===== src/rtl/booth_pkg.sv =====
// ---------------------------------------------------------------------------
// booth_pkg
// Shared types and helpers for the iterative radix-2 Booth multiplier.
//   state_t      : control FSM states (IDLE, RUN)
//   booth_op_t   : decoded {Q[0], q_-1} pair
//   booth_iters  : number of Booth steps for a given operand width and mode
// ---------------------------------------------------------------------------
package booth_pkg;

    typedef enum logic {
        IDLE = 1'b0,
        RUN  = 1'b1
    } state_t;

    // Encoding is the raw {Q[0], q_-1} pair so a plain cast decodes it.
    typedef enum logic [1:0] {
        BOOTH_NOP0 = 2'b00,
        BOOTH_ADD  = 2'b01,
        BOOTH_SUB  = 2'b10,
        BOOTH_NOP1 = 2'b11
    } booth_op_t;

    // Signed operands already carry their sign in bit WIDTH-1; unsigned ones
    // need one more step so the zero extension bit is consumed as well.
    function automatic int booth_iters(input int width, input logic signed_mode);
        return signed_mode ? width : width + 1;
    endfunction

endpackage


===== src/rtl/booth_step.sv =====
// ---------------------------------------------------------------------------
// booth_step
// One combinational radix-2 Booth step on the WIDTH+1 bit datapath:
// optional add/subtract of M into A, then arithmetic right shift of
// {A, Q, q_-1} by one bit. All arithmetic wraps modulo 2^(WIDTH+1).
// Ports:
//   i_a   [WIDTH:0]  accumulator A
//   i_q   [WIDTH:0]  multiplier register Q
//   i_qm1            q_-1 bit
//   i_m   [WIDTH:0]  extended multiplicand M
//   o_a   [WIDTH:0]  next A
//   o_q   [WIDTH:0]  next Q
//   o_qm1            next q_-1
// ---------------------------------------------------------------------------
module booth_step #(
    parameter int WIDTH = 8
) (
    input  logic [WIDTH:0] i_a,
    input  logic [WIDTH:0] i_q,
    input  logic           i_qm1,
    input  logic [WIDTH:0] i_m,
    output logic [WIDTH:0] o_a,
    output logic [WIDTH:0] o_q,
    output logic           o_qm1
);
    import booth_pkg::*;

    booth_op_t      w_op;
    logic [WIDTH:0] w_sum;

    assign w_op = booth_op_t'({i_q[0], i_qm1});

    always_comb begin
        w_sum = i_a;
        case (w_op)
            BOOTH_ADD: w_sum = i_a + i_m;
            BOOTH_SUB: w_sum = i_a - i_m;
            default:   w_sum = i_a;
        endcase
    end

    // Arithmetic shift of the concatenated {A, Q, q_-1}.
    assign o_a   = {w_sum[WIDTH], w_sum[WIDTH:1]};
    assign o_q   = {w_sum[0], i_q[WIDTH:1]};
    assign o_qm1 = i_q[0];

endmodule


===== src/rtl/booth_mult_seq.sv =====
// ---------------------------------------------------------------------------
// booth_mult_seq
// Iterative radix-2 Booth multiplier, one multiplier bit per clock, with a
// start/done handshake. Signed (two's complement) or unsigned operands are
// selected per operation. Product is 2*WIDTH bits.
// Ports:
//   i_clk                       rising-edge clock
//   i_rst                       synchronous active-high reset
//   i_start                     request, sampled only while o_busy=0
//   i_signed_mode               1 = two's complement operands, 0 = unsigned
//   i_multiplicand [WIDTH-1:0]  operand M (captured with start)
//   i_multiplier   [WIDTH-1:0]  operand Q (captured with start)
//   o_busy                      operation in progress
//   o_done                      one-cycle pulse when o_product is updated
//   o_product  [2*WIDTH-1:0]    result, held until the next completion
// Optional build macro:
//   BOOTH_EARLY_TERM_EN  finish early once the remaining multiplier bits
//                        can no longer trigger an add/subtract.
// ---------------------------------------------------------------------------
module booth_mult_seq #(
    parameter int WIDTH = 8
) (
    input  logic                 i_clk,
    input  logic                 i_rst,
    input  logic                 i_start,
    input  logic                 i_signed_mode,
    input  logic [WIDTH-1:0]     i_multiplicand,
    input  logic [WIDTH-1:0]     i_multiplier,
    output logic                 o_busy,
    output logic                 o_done,
    output logic [2*WIDTH-1:0]   o_product
);
    import booth_pkg::*;

    localparam int CNT_W = $clog2(WIDTH + 2);

    state_t               r_state;
    logic [WIDTH:0]       r_m;
    logic [WIDTH:0]       r_a;
    logic [WIDTH:0]       r_q;
    logic                 r_qm1;
    logic                 r_signed;
    logic [CNT_W-1:0]     r_cnt;
    logic                 r_busy;
    logic                 r_done;
    logic [2*WIDTH-1:0]   r_product;

    logic [WIDTH:0]       w_ext_m;
    logic [WIDTH:0]       w_ext_q;
    logic [WIDTH:0]       w_step_a;
    logic [WIDTH:0]       w_step_q;
    logic                 w_step_qm1;
    logic                 w_early;
    logic [2*WIDTH+1:0]   w_shifted;

    // In signed mode only WIDTH steps run, so {A, Q} is still one bit short
    // of fully shifted; the product then sits one position higher.
    function automatic logic [2*WIDTH-1:0] take_product(
        input logic [2*WIDTH+1:0] full,
        input logic               sgn
    );
        return sgn ? full[2*WIDTH:1] : full[2*WIDTH-1:0];
    endfunction

    assign w_ext_m = i_signed_mode ? {i_multiplicand[WIDTH-1], i_multiplicand}
                                   : {1'b0, i_multiplicand};
    assign w_ext_q = i_signed_mode ? {i_multiplier[WIDTH-1], i_multiplier}
                                   : {1'b0, i_multiplier};

    booth_step #(
        .WIDTH (WIDTH)
    ) u_step (
        .i_a   (r_a),
        .i_q   (r_q),
        .i_qm1 (r_qm1),
        .i_m   (r_m),
        .o_a   (w_step_a),
        .o_q   (w_step_q),
        .o_qm1 (w_step_qm1)
    );

`ifdef BOOTH_EARLY_TERM_EN
    // The unconsumed multiplier bits are r_q[r_cnt-1:0]. If they all equal
    // q_-1 every remaining pair is 00 or 11, so the rest of the operation is
    // pure shifting and can be collapsed into a single shift by r_cnt.
    always_comb begin
        w_early = 1'b1;
        for (int i = 0; i <= WIDTH; i++) begin
            if ((i < int'(r_cnt)) && (r_q[i] != r_qm1)) begin
                w_early = 1'b0;
            end
        end
        w_shifted = $signed({r_a, r_q}) >>> r_cnt;
    end
`else
    assign w_early   = 1'b0;
    assign w_shifted = '0;
`endif

    always_ff @(posedge i_clk) begin
        if (i_rst) begin
            r_state   <= IDLE;
            r_m       <= '0;
            r_a       <= '0;
            r_q       <= '0;
            r_qm1     <= 1'b0;
            r_signed  <= 1'b0;
            r_cnt     <= '0;
            r_busy    <= 1'b0;
            r_done    <= 1'b0;
            r_product <= '0;
        end else begin
            r_done <= 1'b0;
            case (r_state)
                IDLE: begin
                    if (i_start) begin
                        r_m      <= w_ext_m;
                        r_a      <= '0;
                        r_q      <= w_ext_q;
                        r_qm1    <= 1'b0;
                        r_signed <= i_signed_mode;
                        r_cnt    <= CNT_W'(booth_iters(WIDTH, i_signed_mode));
                        r_busy   <= 1'b1;
                        r_state  <= RUN;
                    end
                end
                RUN: begin
                    if (w_early) begin
                        r_product <= take_product(w_shifted, r_signed);
                        r_done    <= 1'b1;
                        r_busy    <= 1'b0;
                        r_state   <= IDLE;
                    end else begin
                        r_a   <= w_step_a;
                        r_q   <= w_step_q;
                        r_qm1 <= w_step_qm1;
                        if (r_cnt == CNT_W'(1)) begin
                            r_product <= take_product({w_step_a, w_step_q}, r_signed);
                            r_done    <= 1'b1;
                            r_busy    <= 1'b0;
                            r_state   <= IDLE;
                        end else begin
                            r_cnt <= r_cnt - CNT_W'(1);
                        end
                    end
                end
                default: begin
                    r_state <= IDLE;
                    r_busy  <= 1'b0;
                end
            endcase
        end
    end

    assign o_busy    = r_busy;
    assign o_done    = r_done;
    assign o_product = r_product;

endmodule


===== config.mk =====
export PLATFORM = sky130hd
export DESIGN_NAME = booth_mult_seq
export DESIGN_NICKNAME = d
export VERILOG_FILES = /design/src/rtl/booth_pkg.sv /design/src/rtl/booth_step.sv /design/src/rtl/booth_mult_seq.sv
export SDC_FILE = /design/constraint.sdc
export NUM_CORES = 1
export LEC_CHECK = 0
export CORE_MARGIN = 1
export CORE_UTILIZATION = 55
export DETAILED_ROUTE_END_ITERATION = 10
export GPL_ROUTABILITY_DRIVEN = 0
export GPL_TIMING_DRIVEN = 0
export PLACE_DENSITY = 0.78
export SLEW_MARGIN = 40
export SYNTH_ARGS = -nofsm -noshare
export SYNTH_HDL_FRONTEND = slang
export SYNTH_SLANG_ARGS = --single-unit
export TNS_END_PERCENT = 100

===== constraint.sdc =====
create_clock -name i_clk -period 3.5 [get_ports i_clk]
set_clock_uncertainty 0.1 [all_clocks]
set_input_delay 0.7 -clock i_clk [delete_from_list [all_inputs] [get_ports i_clk]]
set_output_delay 0.7 -clock i_clk [all_outputs]
set_load 0.02 [all_outputs]

==> metrics.txt, run 1 <==
fraction of the cycle the final worst path needs 85.5%; highest clock frequency the design can meet between 300 and 400 MHz; per-cell via count in the routed design 5.77; Worst path top cell family by delay compound AO/OA/AOI/OAI gates; Slowest cell on crit path dfxtp_1; final worst-path setup slack 0.508 ns; unrepaired setup endpoints after global routing no; slew at the pin with the worst max-slew slack 0.568 ns; Synth Area in Adders 5.96%; number of antenna violations at the first check in global routing 0; worst reg2reg setup slack 0.51 ns; First-pass DRT Iterations 4; DRC violation count after routing 0; static leakage power 1.26 nW; starting DRC count in detailed routing 211; power share of the sequential group 44.1%; HPWL after detailed placement 5150 um; number of core rows 25; maximum buffer depth of the clock tree 2; Std-Cell Core Area 4850 um2; Top Ports 38; count of non-filler cells in the finished layout 456; cell count after placement between 400 and 500; clock latency on the worst-skew pair slightly above 0.3 ns; area delta synth->final 20.0%; portion of total power attributed to the clock network 29.8%; count of distinct cell types in the synthesized netlist 51; GRT Residual Overflow 0; Antenna diodes 0; Global Route Usage Sum between 20 and 30%; utilization of the core after routing 70.6%; area used by multi-input combinational logic 1670 um2; initial cell density of the core 58.9%; Setup Fix Bufs, Post-CTS 0; average instance area after synthesis between 8 and 9 um2; Worst setup SP type flip-flop; Routed Antenna Nets 0; number of enable-type register cells in the synthesized netlist 0; Net Switching roughly 0.45 mW; final wirelength 6910 um; TritonCTS clock tree yes; count of hold buffers inserted by post-cts repair 0; post-synthesis share of cell area spent on and, or, nand and nor gates 20.3%; longest individual stage delay on the worst path roughly 0.43 ns; proportion of synthesized flip-flops having asynchronous set or reset 0%; H-Tree Depth 2; sequential cell area 1020 um2; routed vias 2633; Maximum Capacitance Violations 0; Total Nets Final 421; fraction of synthesized cell area in xor and xnor cells approximately 3.3%; internal power just under 1 mW; compound-cell area share of the yosys netlist between 10% and 20%; peak ir drop on the vdd network 0.316 mV; final count of negative-setup-slack endpoints 0; dominant combinational cell family by area after synthesis simple AND/OR/NAND/NOR gates; share of post-route cells with drive strength above 1 6.68%; input/output buffers 37; area of the mapped netlist ~2900 um2; final hold violations 0; flip-flop and latch count after synthesis 51; category of the worst setup path capture point flip-flop; crit path max fanout 5; result of the run completed; global-route wire length before repair 11500 um; cts bufs inserted 5; total of warnings raised by yosys 0; Die ar. 5480 um2; CP bufs+invs 2; pre-CTS setup slack 0.565 ns; max-slew violation total from the final report 0; ratio of total power to cell area about 420 nW/um2; chip height 74.0 um; post-synth net total 377; clock-pin slew of the registers on the worst-case setup and hold paths ~0.1 ns; Data arrival, critical path 3.09 ns; type of the worst setup path flip-flop to flip-flop; most common flop cell mapped by yosys dfxtp_1; sw frac 31.2%; kind of path behind the tightest hold check flip-flop to flip-flop; Post-Route Setup TNS 0 ns; die width around 74 um; maximum number of pins on one net before global-route repair 18; cells traversed along the worst timing path inv_1 > ha_1 > mux2_2 > inv_1 > ha_1 > nor2b_1 > o31a_2 > o21ai_0 > mux2_2 > o21ai_0 > nand3_1; layout filler cell count 401; Avg WL per Cell around 15 um; clock root buffer master clkbuf_8; vias in the first global route 2398; sequential area share after synthesis 35.8%; CTS resizes 0; slew margin rel. 62.1%; fraction of power consumed by combinational cells 26.1%; data required time at the worst endpoint ~3.6 ns; number of clock sinks 51; post-synthesis instance total 344; post-route minimum period about 3 ns; share of cell area taken by muxes after synthesis under 10%
final cells by class:
cell class,count,area share [%]
plain buffers,23,3.47
well taps,67,2.45
clock buffers,5,2.01
flip-flops and latches,51,29.8
multi-input cells,258,48.7
clock inverters,3,1.39
repair buffers,37,10.8
inverters,12,1.32
metrics by stage:
step / hold slack (ns) / cell area (um2) / total power [mW]
4_1_cts: 0.392 / 3420 / 1.44
2_1_floorplan: 0.362 / 2850 / 0.908
3_3_place_gp: 0.372 / 3310 / 1.01
3_5_place_dp: 0.373 / 3310 / 1.02
6_report: 0.389 / 3420 / 1.44
5_1_grt: 0.422 / 3420 / 1.51
tightest hold or removal path, cell delays in order, from the launching register on:
cell and delay, ns:
dfxtp_1 0.34, nand2_1 0.06, a21oi_1 0.05
power groups by stage:
stage,Combinational [mW],Sequential [mW],Clock [mW]
floorplan,0.257,0.652,0
global placement,0.359,0.647,0
detailed placement,0.370,0.649,0
CTS,0.372,0.635,0.436
global route,0.414,0.639,0.454
finish,0.376,0.635,0.429
final timing paths:
check | from | end | cells past startpoint
worst max-delay path | r_m[0] | o_product[13] | 11
worst max register to register | r_m[0] | o_product[13] | 11
worst min register to register | r_m[7] | r_m[7] | 2
worst min-delay path | r_m[7] | r_m[7] | 2
cells in the mapped netlist, types with 7 or more instances:
cell | number | share of area, %
nor2_1 | 53 | 7.0
dfxtp_1 | 51 | 36
a21oi_1 | 38 | 6.7
nand2_1 | 24 | 3.2
mux2i_1 | 23 | 8.1
o21ai_0 | 13 | 2.3
a211oi_1 | 12 | 3.2
ha_1 | 12 | 5.3
inv_1 | 12 | 1.6
clkbuf_1 | 11 | 1.4
nor3_1 | 11 | 1.9
nor3b_1 | 9 | 2.4
xnor2_1 | 7 | 2.1
flip-flops by register name (all words and copies together), names as in the netlist:
name,count
r_qm1,1
r_signed,1
o_busy,1
r_q,9
o_done,1
r_m,9
r_cnt,4
o_product,16
r_state,1
r_a,8
routing by layer:
layer	vias up	wire length [um]	track usage, %
met3	4	308	4.34
li1	1303	-	-
met2	73	3270	45.2
met4	0	36	6.41
met1	1253	3300	38.0
met5	-	0	0
cells by family (layout without fill, tap and decap cells):
kind of cell,count (synthesis),in the layout
AO/OA/AOI/OAI,90,90
XOR/XNOR,10,10
adder cells (fa/ha/maj),13,13
buffers and inverters,35,80
flip-flops,51,51
multiplexers,25,25
AND/OR/NAND/NOR,120,120
cell usage in the layout, fill, tap and decap left out, types with 4 or more instances in the layout:
cell type,n
nor2_1,53
dfxtp_1,51
a21oi_1,38
clkdlybuf4s50_1,37
nand2_1,24
mux2i_1,23
o21ai_0,13
inv_1,12
a211oi_1,12
ha_1,12
nor3_1,11
clkbuf_1,11
nor3b_1,9
xnor2_1,7
nand3b_1,5
nand3_1,5
clkbuf_8,5
buf_4,4
buf_2,4
nand2b_1,4
o21a_1,4
(Power assumes the default switching activity.)
==> run 2, diff against run 1 <==
- HOLD_SLACK_MARGIN: unset -> 0.05
==> results of run 2 <==
The final DEF is identical to that of run 1; final timing and power are the same.
